--- config.mk ---
export PLATFORM = sky130hd
export DESIGN_NAME = cmp_rr_scheduler
export DESIGN_NICKNAME = d
export VERILOG_FILES = /design/src/rtl/cmp_rr_scheduler.sv
export SDC_FILE = /design/constraint.sdc
export NUM_CORES = 1
export LEC_CHECK = 0
export ABC_AREA = 1
export CAP_MARGIN = 25
export CORE_MARGIN = 2
export CORE_UTILIZATION = 51
export CTS_CLUSTER_DIAMETER = 100
export CTS_CLUSTER_SIZE = 40
export DETAILED_ROUTE_END_ITERATION = 7
export PLACE_DENSITY = 0.92
export SYNTH_ARGS = -nofsm -noshare
export SYNTH_HDL_FRONTEND = slang
export SYNTH_SLANG_ARGS = --single-unit
--- constraint.sdc ---
create_clock -name clk -period 3 [get_ports clk]
set_input_delay 0.6 -clock clk [delete_from_list [all_inputs] [get_ports clk]]
set_output_delay 0.6 -clock clk [all_outputs]
set_load 0.02 [all_outputs]
--- src/rtl/cmp_rr_scheduler.sv ---
// Round-robin scheduler sharing one unsigned magnitude comparator among NUM_REQ
// requesters; the registered result returns on a single ID-tagged response channel.
module cmp_rr_scheduler #(
    parameter int unsigned NUM_REQ = 4,
    parameter int unsigned WIDTH   = 2,
    parameter int unsigned ID_W    = 2,
    parameter int unsigned CNT_W   = 16
) (
    input  logic                       clk,
    input  logic                       rst_n,
    input  logic [NUM_REQ-1:0]         req_valid,
    input  logic [NUM_REQ*WIDTH-1:0]   req_a,
    input  logic [NUM_REQ*WIDTH-1:0]   req_b,
    output logic [NUM_REQ-1:0]         req_ready,
    output logic                       rsp_valid,
    input  logic                       rsp_ready,
    output logic [ID_W-1:0]            rsp_id,
    output logic                       rsp_gt,
    output logic                       rsp_eq,
    output logic                       rsp_lt,
    output logic [CNT_W-1:0]           cmp_count,
    output logic                       busy
);

    typedef enum logic {
        ST_IDLE = 1'b0,
        ST_HOLD = 1'b1
    } state_t;

    state_t             r_state;
    logic [ID_W-1:0]    r_ptr;
    logic [ID_W-1:0]    r_id;
    logic               r_gt;
    logic               r_eq;
    logic               r_lt;
    logic [CNT_W-1:0]   r_cnt;

    logic               w_can_accept;
    logic [ID_W:0]      w_pick;
    logic               w_found;
    logic [ID_W-1:0]    w_gnt_idx;
    logic               w_accept;
    logic               w_rsp_fire;
    logic [WIDTH-1:0]   w_a;
    logic [WIDTH-1:0]   w_b;

    // First asserted valid at or after pointer p (with wrap); MSB flags a hit.
    function automatic logic [ID_W:0] f_pick(input logic [NUM_REQ-1:0] v,
                                             input logic [ID_W-1:0]    p);
        logic [ID_W:0] res;
        int unsigned   idx;
        res = '0;
        for (int k = int'(NUM_REQ) - 1; k >= 0; k--) begin
            idx = (32'(p) + 32'(k)) % NUM_REQ;
            if (v[ID_W'(idx)]) begin
                res = {1'b1, ID_W'(idx)};
            end
        end
        return res;
    endfunction

    assign w_can_accept = (r_state == ST_IDLE) | rsp_ready;
    assign w_pick       = f_pick(req_valid, r_ptr);
    assign w_found      = w_pick[ID_W];
    assign w_gnt_idx    = w_pick[ID_W-1:0];
    // Grant is suppressed while reset is asserted even though the FSM sits in IDLE.
    assign w_accept     = rst_n & w_can_accept & w_found;
    assign w_rsp_fire   = (r_state == ST_HOLD) & rsp_ready;

    assign w_a = req_a[32'(w_gnt_idx) * WIDTH +: WIDTH];
    assign w_b = req_b[32'(w_gnt_idx) * WIDTH +: WIDTH];

    assign req_ready = w_accept ? (NUM_REQ'(1) << w_gnt_idx) : '0;

    // Response FSM, result register, rr pointer and debug counter.
    always_ff @(posedge clk or negedge rst_n) begin
        if (!rst_n) begin
            r_state <= ST_IDLE;
            r_ptr   <= '0;
            r_id    <= '0;
            r_gt    <= 1'b0;
            r_eq    <= 1'b0;
            r_lt    <= 1'b0;
            r_cnt   <= '0;
        end else begin
            if (w_rsp_fire && (r_cnt != {CNT_W{1'b1}})) begin
                r_cnt <= r_cnt + CNT_W'(1);
            end
            if (w_accept) begin
                r_state <= ST_HOLD;
                r_id    <= w_gnt_idx;
                r_gt    <= (w_a > w_b);
                r_eq    <= (w_a == w_b);
                r_lt    <= (w_a < w_b);
                r_ptr   <= (32'(w_gnt_idx) == NUM_REQ - 1) ? '0 : w_gnt_idx + ID_W'(1);
            end else begin
                case (r_state)
                    ST_IDLE: r_state <= ST_IDLE;
                    ST_HOLD: if (rsp_ready) r_state <= ST_IDLE;
                    default: r_state <= ST_IDLE;
                endcase
            end
        end
    end

    assign rsp_valid = (r_state == ST_HOLD);
    assign busy      = (r_state == ST_HOLD);
    assign rsp_id    = r_id;
    assign rsp_gt    = r_gt;
    assign rsp_eq    = r_eq;
    assign rsp_lt    = r_lt;
    assign cmp_count = r_cnt;

endmodule
==> impl_results.md, run 1 <==
* Outcome: finished clean
* Worst Tran Pin Value at 0.843 ns
* Die width at 62.1 um
* R2R cell count at 17
* Worst Path Required at 2.40 ns
* Layout area overhead at 38.2%
* Worst path bufs/invs at 4
* Max Slew Vio Count at 0
* Minimum clock period at 2.87 ns
* # IOs at 50
* Yosys top cell by area: dfrtp_1
* CTS clock-pin slew for the worst setup and hold paths at 0.12 ns
* DR vias at 1710
* Standard-cell rows at 21
* Static leakage at 1.19 nW
* Rel. slew slack at 0.434
* Startpoint class of the critical path: input port
* Most frequent cells in the layout: 72 x nand2_1, 45 x clkdlybuf4s50_1, 29 x inv_1, 26 x nand3_1, 23 x dfrtp_1
* WP data arrival at 2.27 ns
* Cell breakdown of the critical path: clkdlybuf4s50_1, inv_1, nand2_2, nand2_1, nor2_1, nor2_1, o21ai_2, nand2_1, nand2_2, ha_1, inv_1, nor2_2, buf_6
* Core Region at 3280 sq um
* First-pass iteration count of the detailed router at 4
* Maximum clock frequency at 348 MHz
* Highest net fanout along the worst path at 4
* Buffer depth of the longest clock path at 2
* Placed instance count at 341
* Routed Antenna Nets at 0
* Initial cell density of the core at 0.524
* Clk_skew at 0.00411 ns
* Pin count of the biggest net entering global routing at 25
* Hold_buf cts at 0
* Detailed Place HPWL at 3290 um
* Number of synthesized flops with an enable pin at 0
* Psw at 1.14 mW
* Worst setup EP type: output pin
* Sequential fraction of the synthesis area at 0.349
* Synth Cell Area at 1720 sq um
* Final Hold Fails at 0
* Port bufs at 49
* WP depth at 13
* Logic pwr share at 0.724
* Worst setup path endpoint: req_ready[0]
* Die area at 3860 sq um
* GPL Wtd Cong at 0.814
* Area contributors post-synth: dfrtp_1 35%, nand2_1 16%, nand3_1 7.6%, inv_1 6.3%, ha_1 5.1%
* Congestion Overflow GR at 0
* Cell area power density at 987 nW/um^2
* Clk sinks at 24
* CP max stage cell: clkdlybuf4s50_1
* Min-delay src: rsp_gt$_DFFE_PN0P_
* Antenna diodes at 0
* Net Sw Frac at 0.485
* DR WL/cell at 11.6 um
* WL final at 3990 um
* GRT Util Overall at 0.229
* Die Height at 62.1 um
* CP Class: input port to output pin
* Mean Syn Cell Area at 7.36 sq um
* Delay-heaviest family, CP: buffers and inverters
* Int Power at 1.21 mW
* Clk pwr share at 0.058
* Layout cells sized above 1 at 0.184
* CTS tree: built
* Critical Path Max Stage Delay at 0.49 ns
* FF-to-FF setup slack at 0.62 ns
* Share of the synthesized area in the top cell type at 0.349
* Leading cell type in the layout, fill and taps excluded: nand2_1
* Tcrit/Tclk final at 0.957
* Non-filler instance count after layout at 345
* TritonCTS Buffers at 3
* Power Total at 2.35 mW
* Unrepaired setup endpoints after global routing: yes
* Final setup fails at 0
* FF-to-FF Start: r_ptr[0]$_DFFE_PN0P_
* Latest clock arrival within the worst-skew pair at 0.31 ns
* Final worst slack at 0.129 ns
* Antenna violations before repair at 0
* Yosys reg bits at 24
* Pre-CTS setup slack at -0.395 ns
* DRC Markers at 0
* Asr flop ratio synth at 1.00
* Synthesized net count at 264
* Global-route wire length before repair at 7380 um
* Max-cap viol count at 0
* Hold slack at 0.514 ns
* DRT iter0 DRCs at 80
* FF-to-FF End: rsp_gt$_DFFE_PN0P_
* Mean number of vias per cell at 4.96
* Worst Hold Class: register to register
* Top_reg_cell synth: dfrtp_1
* VDD IR-drop max at 631 uV
* Synth warn at 0
* Sequential share of power at 0.218
* Final nets at 331
* H-Tree Depth at 1
* Critical path startpoint: req_valid[0]
* Root Buffer: clkbuf_4
* Via count of the first global-routing pass at 1779
* Post-Synthesis Cells at 234
* Unique masters post-synth at 29
## metrics by stage
step / instance area (sq um) / setup TNS (ns) / util
after floorplan: 1720 / 0 / -
after global placement: 2350 / -1.01 / 0.716
after detailed placement: 2350 / -1.24 / 0.716
after CTS: 2370 / 0 / 0.722
after global routing: 2380 / -0.0108 / 0.725
final: 2380 / 0 / 0.725
## flip-flops by register name, indices dropped and copies added (netlist names)
register	count
cmp_count	16
r_ptr	2
rsp_id	2
busy	1
rsp_eq	1
rsp_gt	1
rsp_lt	1
## timing repair
item                       in CTS  in global routing
pin swaps                       0                  2
setup endpoints to repair       4                  4
gates resized for setup        12                 10
setup buffers                   0                  1
## synthesized netlist by cell type, types with 3 or more instances
library cell,count
nand2_1,74
xnor2_1,5
o21ai_0,4
o21ai_1,3
nor3_1,4
nand3_1,26
xor2_1,9
inv_2,4
inv_1,29
o21ai_2,3
nor2_1,15
ha_1,7
dfrtp_1,24
nand2_2,8
## worst min-delay path by stage
stage          cells after the start                  to  slack (ns)
3_3_place_gp                       2  rsp_gt$_DFFE_PN0P_        0.48
5_1_grt                            2  rsp_gt$_DFFE_PN0P_        0.54
6_report                           2  rsp_gt$_DFFE_PN0P_        0.51
2_1_floorplan                      0      busy$_DFF_PN0_        0.30
3_5_place_dp                       2  rsp_gt$_DFFE_PN0P_        0.48
4_1_cts                            2  rsp_gt$_DFFE_PN0P_        0.51
## logic make-up (layout without fill, tap and decap cells)
| family | count (synthesis) | after routing | share of synthesized area |
|---|---|---|---|
| DFF | 24 | 24 | 0.349 |
| and+or+nand+nor | 137 | 137 | 0.371 |
| adders and majority gates | 7 | 7 | 0.0509 |
| buffers and inverters | 39 | 104 | 0.102 |
| xor gates and xnor gates | 14 | 14 | 0.0712 |
| AOI/OAI and AO/OA | 13 | 13 | 0.0560 |
## routing by layer
layer | track usage | share of wire | routed length, um | vias up
met2 | 0.414 | 0.51 | 2040 | 39
met3 | 0.0344 | 0.032 | 128 | 13
met5 | 0 | 0 | 0 | -
met1 | 0.280 | 0.43 | 1730 | 795
met4 | 0.0750 | 0.023 | 91 | 0
li1 | - | - | - | 863
## power by group through the flow
stage / Clock, mW / Sequential [mW] / Combinational (mW)
after detailed placement: 0 / 0.516 / 1.68
after CTS: 0.142 / 0.510 / 1.68
after global routing: 0.154 / 0.527 / 1.90
after global placement: 0 / 0.512 / 1.62
after floorplan: 0 / 0.564 / 1.03
final: 0.137 / 0.512 / 1.70
## final cells by class
class	count	area, sq um
multi-input cells	171	952
fillers	263	905
repair buffers	66	607
flip-flops and latches	24	602
inverters	35	139
well taps	46	57.6
clock buffers	3	22.5
## tightest hold or removal path, cell delays in order, from the launching register on
cell and delay (ns):
dfrtp_1 0.37, nand2_1 0.06, nand2_1 0.06
Power figures use the tool's default switching activity.
==> run 2, diff against run 1 <==
- CORE_UTILIZATION: 51 -> 43
- PLACE_DENSITY: 0.92 -> 0.81
- clock period: 3 -> 2.6 ns (I/O delays scaled with it)
==> run 2 against run 1 <==
Net effect: the run now ends with negative setup slack left; worst setup slack worse by 0.15 ns; non-clock buffer count is 13 higher; first-iteration DRC count increased by 53%; clock power grew 140%; global-route usage shrank 2.8 points; critical path depth down 2; sequential share of layout area fell by 3.2 points; critical path type is now register to output pin; largest power group unchanged.
==> impl_results.md, run 2 (synthesis results as in run 1) <==
* Worst Tran Pin Value at 0.588 ns
* Buffer depth of the longest clock path at 2
* Worst Path Required at 2.08 ns
* Port bufs at 49
* Cell area power density at 1250 nW/um^2
* Final Hold Fails at 0
* Final setup fails at 1
* Hold slack at 0.495 ns
* Final instance area at 2730 sq um
* Max reg flops at 16
* Critical Path Max Stage Delay at 0.48 ns
* Standard-cell rows at 22
* GPL Wtd Cong at 0.866
* Net Sw Frac at 0.467
* Congestion Overflow GR at 0
* Rel. slew slack at 0.605
* Clk sinks at 24
* Unrepaired setup endpoints after global routing: yes
* Met3 Wirelength at 182 um
* Post-DP Area at 2390 sq um
* Static leakage at 1.33 nW
* Final nets at 344
* Psw at 1.59 mW
* WP data arrival at 2.10 ns
* DRC Markers at 0
* Worst path bufs/invs at 3
* Sequential share of power at 0.173
* CTS clock-pin slew for the worst setup and hold paths at 0.09 ns
* Power Total at 3.41 mW
* CTS tree: built
* Die Height at 67.3 um
* Hold path depth at 2
* Delay-heaviest family, CP: simple AND/OR/NAND/NOR gates
* Final worst slack at -0.0175 ns
* Clk pwr share at 0.095
* Top sig layer: met4
* Int Power at 1.82 mW
* Routed Antenna Nets at 0
* FILL cells at 278
* Highest net fanout along the worst path at 7
* Failing checks: negative setup slack
* VDD IR-drop max at 938 uV
* DR WL/cell at 12.9 um
* Outcome: complete, but fails checks
* Startpoint class of the critical path: register
* TritonCTS Buffers at 3
* Logic pwr share at 0.732
* Tcrit/Tclk final at 1.01
* Max-cap viol count at 0
* H-Tree Depth at 1
* # IOs at 50
* Hold_buf cts at 0
* First-pass iteration count of the detailed router at 5
* Via count of the first global-routing pass at 1583
* Die width at 67.3 um
* Detailed Place HPWL at 3180 um
* Core Region at 3740 sq um
* Layout cells sized above 1 at 0.307
* Final core occ at 0.728
* Max Slew Vio Count at 0
* Antenna diodes at 0
* Worst setup EP type: output pin
* Clk_skew at 0.00798 ns
* Die area at 4530 sq um
* Register Area at 603 sq um
* DR vias at 1722
* Placed instance count at 348
* Worst Hold Class: register to register
* Cell breakdown of the critical path: buf_6, nand2_1, nand2_2, nand2_2, nor2_4, o21ai_4, a21boi_2, ha_2, inv_2, nor2_2, buf_6
* GRT Util Overall at 0.201
* DRT iter0 DRCs at 122
* Initial cell density of the core at 0.460
* Latest clock arrival within the worst-skew pair at 0.26 ns
* CP Class: register to output pin
* Mean number of vias per cell at 4.77
* CP max stage cell: dfrtp_2
* M1 WL at 1960 um
* Leading cell type in the layout, fill and taps excluded: nand2_1
* R2R cell count at 17
* Maximum clock frequency at 382 MHz
* Non-filler instance count after layout at 361
* Layout area overhead at 58.4%
* Global-route wire length before repair at 7000 um
* Antenna violations before repair at 0
* WP depth at 11
* Most frequent cells in the layout: 62 x nand2_1, 41 x clkdlybuf4s50_1, 30 x buf_4, 25 x inv_1, 23 x nand3_1
* Minimum clock period at 2.62 ns
* WL final at 4660 um
* Root Buffer: clkbuf_8
* Multi-input combinational cell area at 1130 sq um
* Pin count of the biggest net entering global routing at 25
* Met2 wire length at 2350 um
==> run 2: cell count changes in the layout (fill, tap and decap cells not counted), moves of 4 or more <==
cell	before	now
nand2_4	1	12
buf_4	18	30
nor2_1	14	10
clkdlybuf4s50_1	45	41
inv_1	29	25
nand2_1	72	62
ha_1	7	3
==> run 2: worst min-delay path, delay by kind of cell (launching register included) <==
kind / cells / cell delay (ns)
flip-flops: 1 / 0.35
AND/OR/NAND/NOR: 2 / 0.12
==> run 2: layout make-up <==
| type | count | area share |
|---|---|---|
| inverters | 35 | 0.0519 |
| multi-input cells | 171 | 0.415 |
| flip-flops and latches | 24 | 0.221 |
| clock buffers | 3 | 0.0151 |
| repair buffers | 79 | 0.264 |
| clock inverters | 1 | 0.0110 |
| well taps | 48 | 0.0220 |
==> run 2: path summary, 6_finish.rpt <==
| check | from | endpoint | slack, ns |
|---|---|---|---|
| max | r_ptr[0]$_DFFE_PN0P_ | req_ready[3] | -0.02 |
| min | rsp_gt$_DFFE_PN0P_ | rsp_gt$_DFFE_PN0P_ | 0.49 |
| max reg2reg | r_ptr[0]$_DFFE_PN0P_ | rsp_gt$_DFFE_PN0P_ | 0.20 |
| min reg2reg | rsp_gt$_DFFE_PN0P_ | rsp_gt$_DFFE_PN0P_ | 0.49 |
| max in group asynchronous | rst_n | r_ptr[1]$_DFFE_PN0P_ | 1.64 |
| min in group asynchronous | rst_n | cmp_count[6]$_DFFE_PN0P_ | 0.71 |
==> run 2: power by group through the flow <==
stage / Clock [mW] / Combinational [mW] / Sequential (mW)
4_1_cts: 0.330 / 2.18 / 0.586
3_3_place_gp: 0 / 1.94 / 0.589
5_1_grt: 0.351 / 2.74 / 0.607
6_report: 0.323 / 2.49 / 0.589
2_1_floorplan: 0 / 1.19 / 0.651
3_5_place_dp: 0 / 1.95 / 0.587
==> run 2: what timing repair did <==
action                     in CTS  in global routing
setup endpoints to repair       4                  6
pin swaps                      22                 23
setup buffers                   6                  3
gates resized for setup        43                 37
==> run 2: metal layers <==
layer | vias up | track usage
met5 | - | 0
met4 | 0 | 0.0510
met3 | 12 | 0.0300
met2 | 49 | 0.340
met1 | 774 | 0.270
li1 | 887 | -
==> run 2: stage by stage <==
step / worst slack, ns / setup TNS (ns)
floorplan: 0.404 / 0
global placement: -0.499 / -2.17
finish: -0.0175 / -0.0175
CTS: 0.00217 / 0
global route: -0.107 / -0.318
detailed placement: -0.536 / -2.36
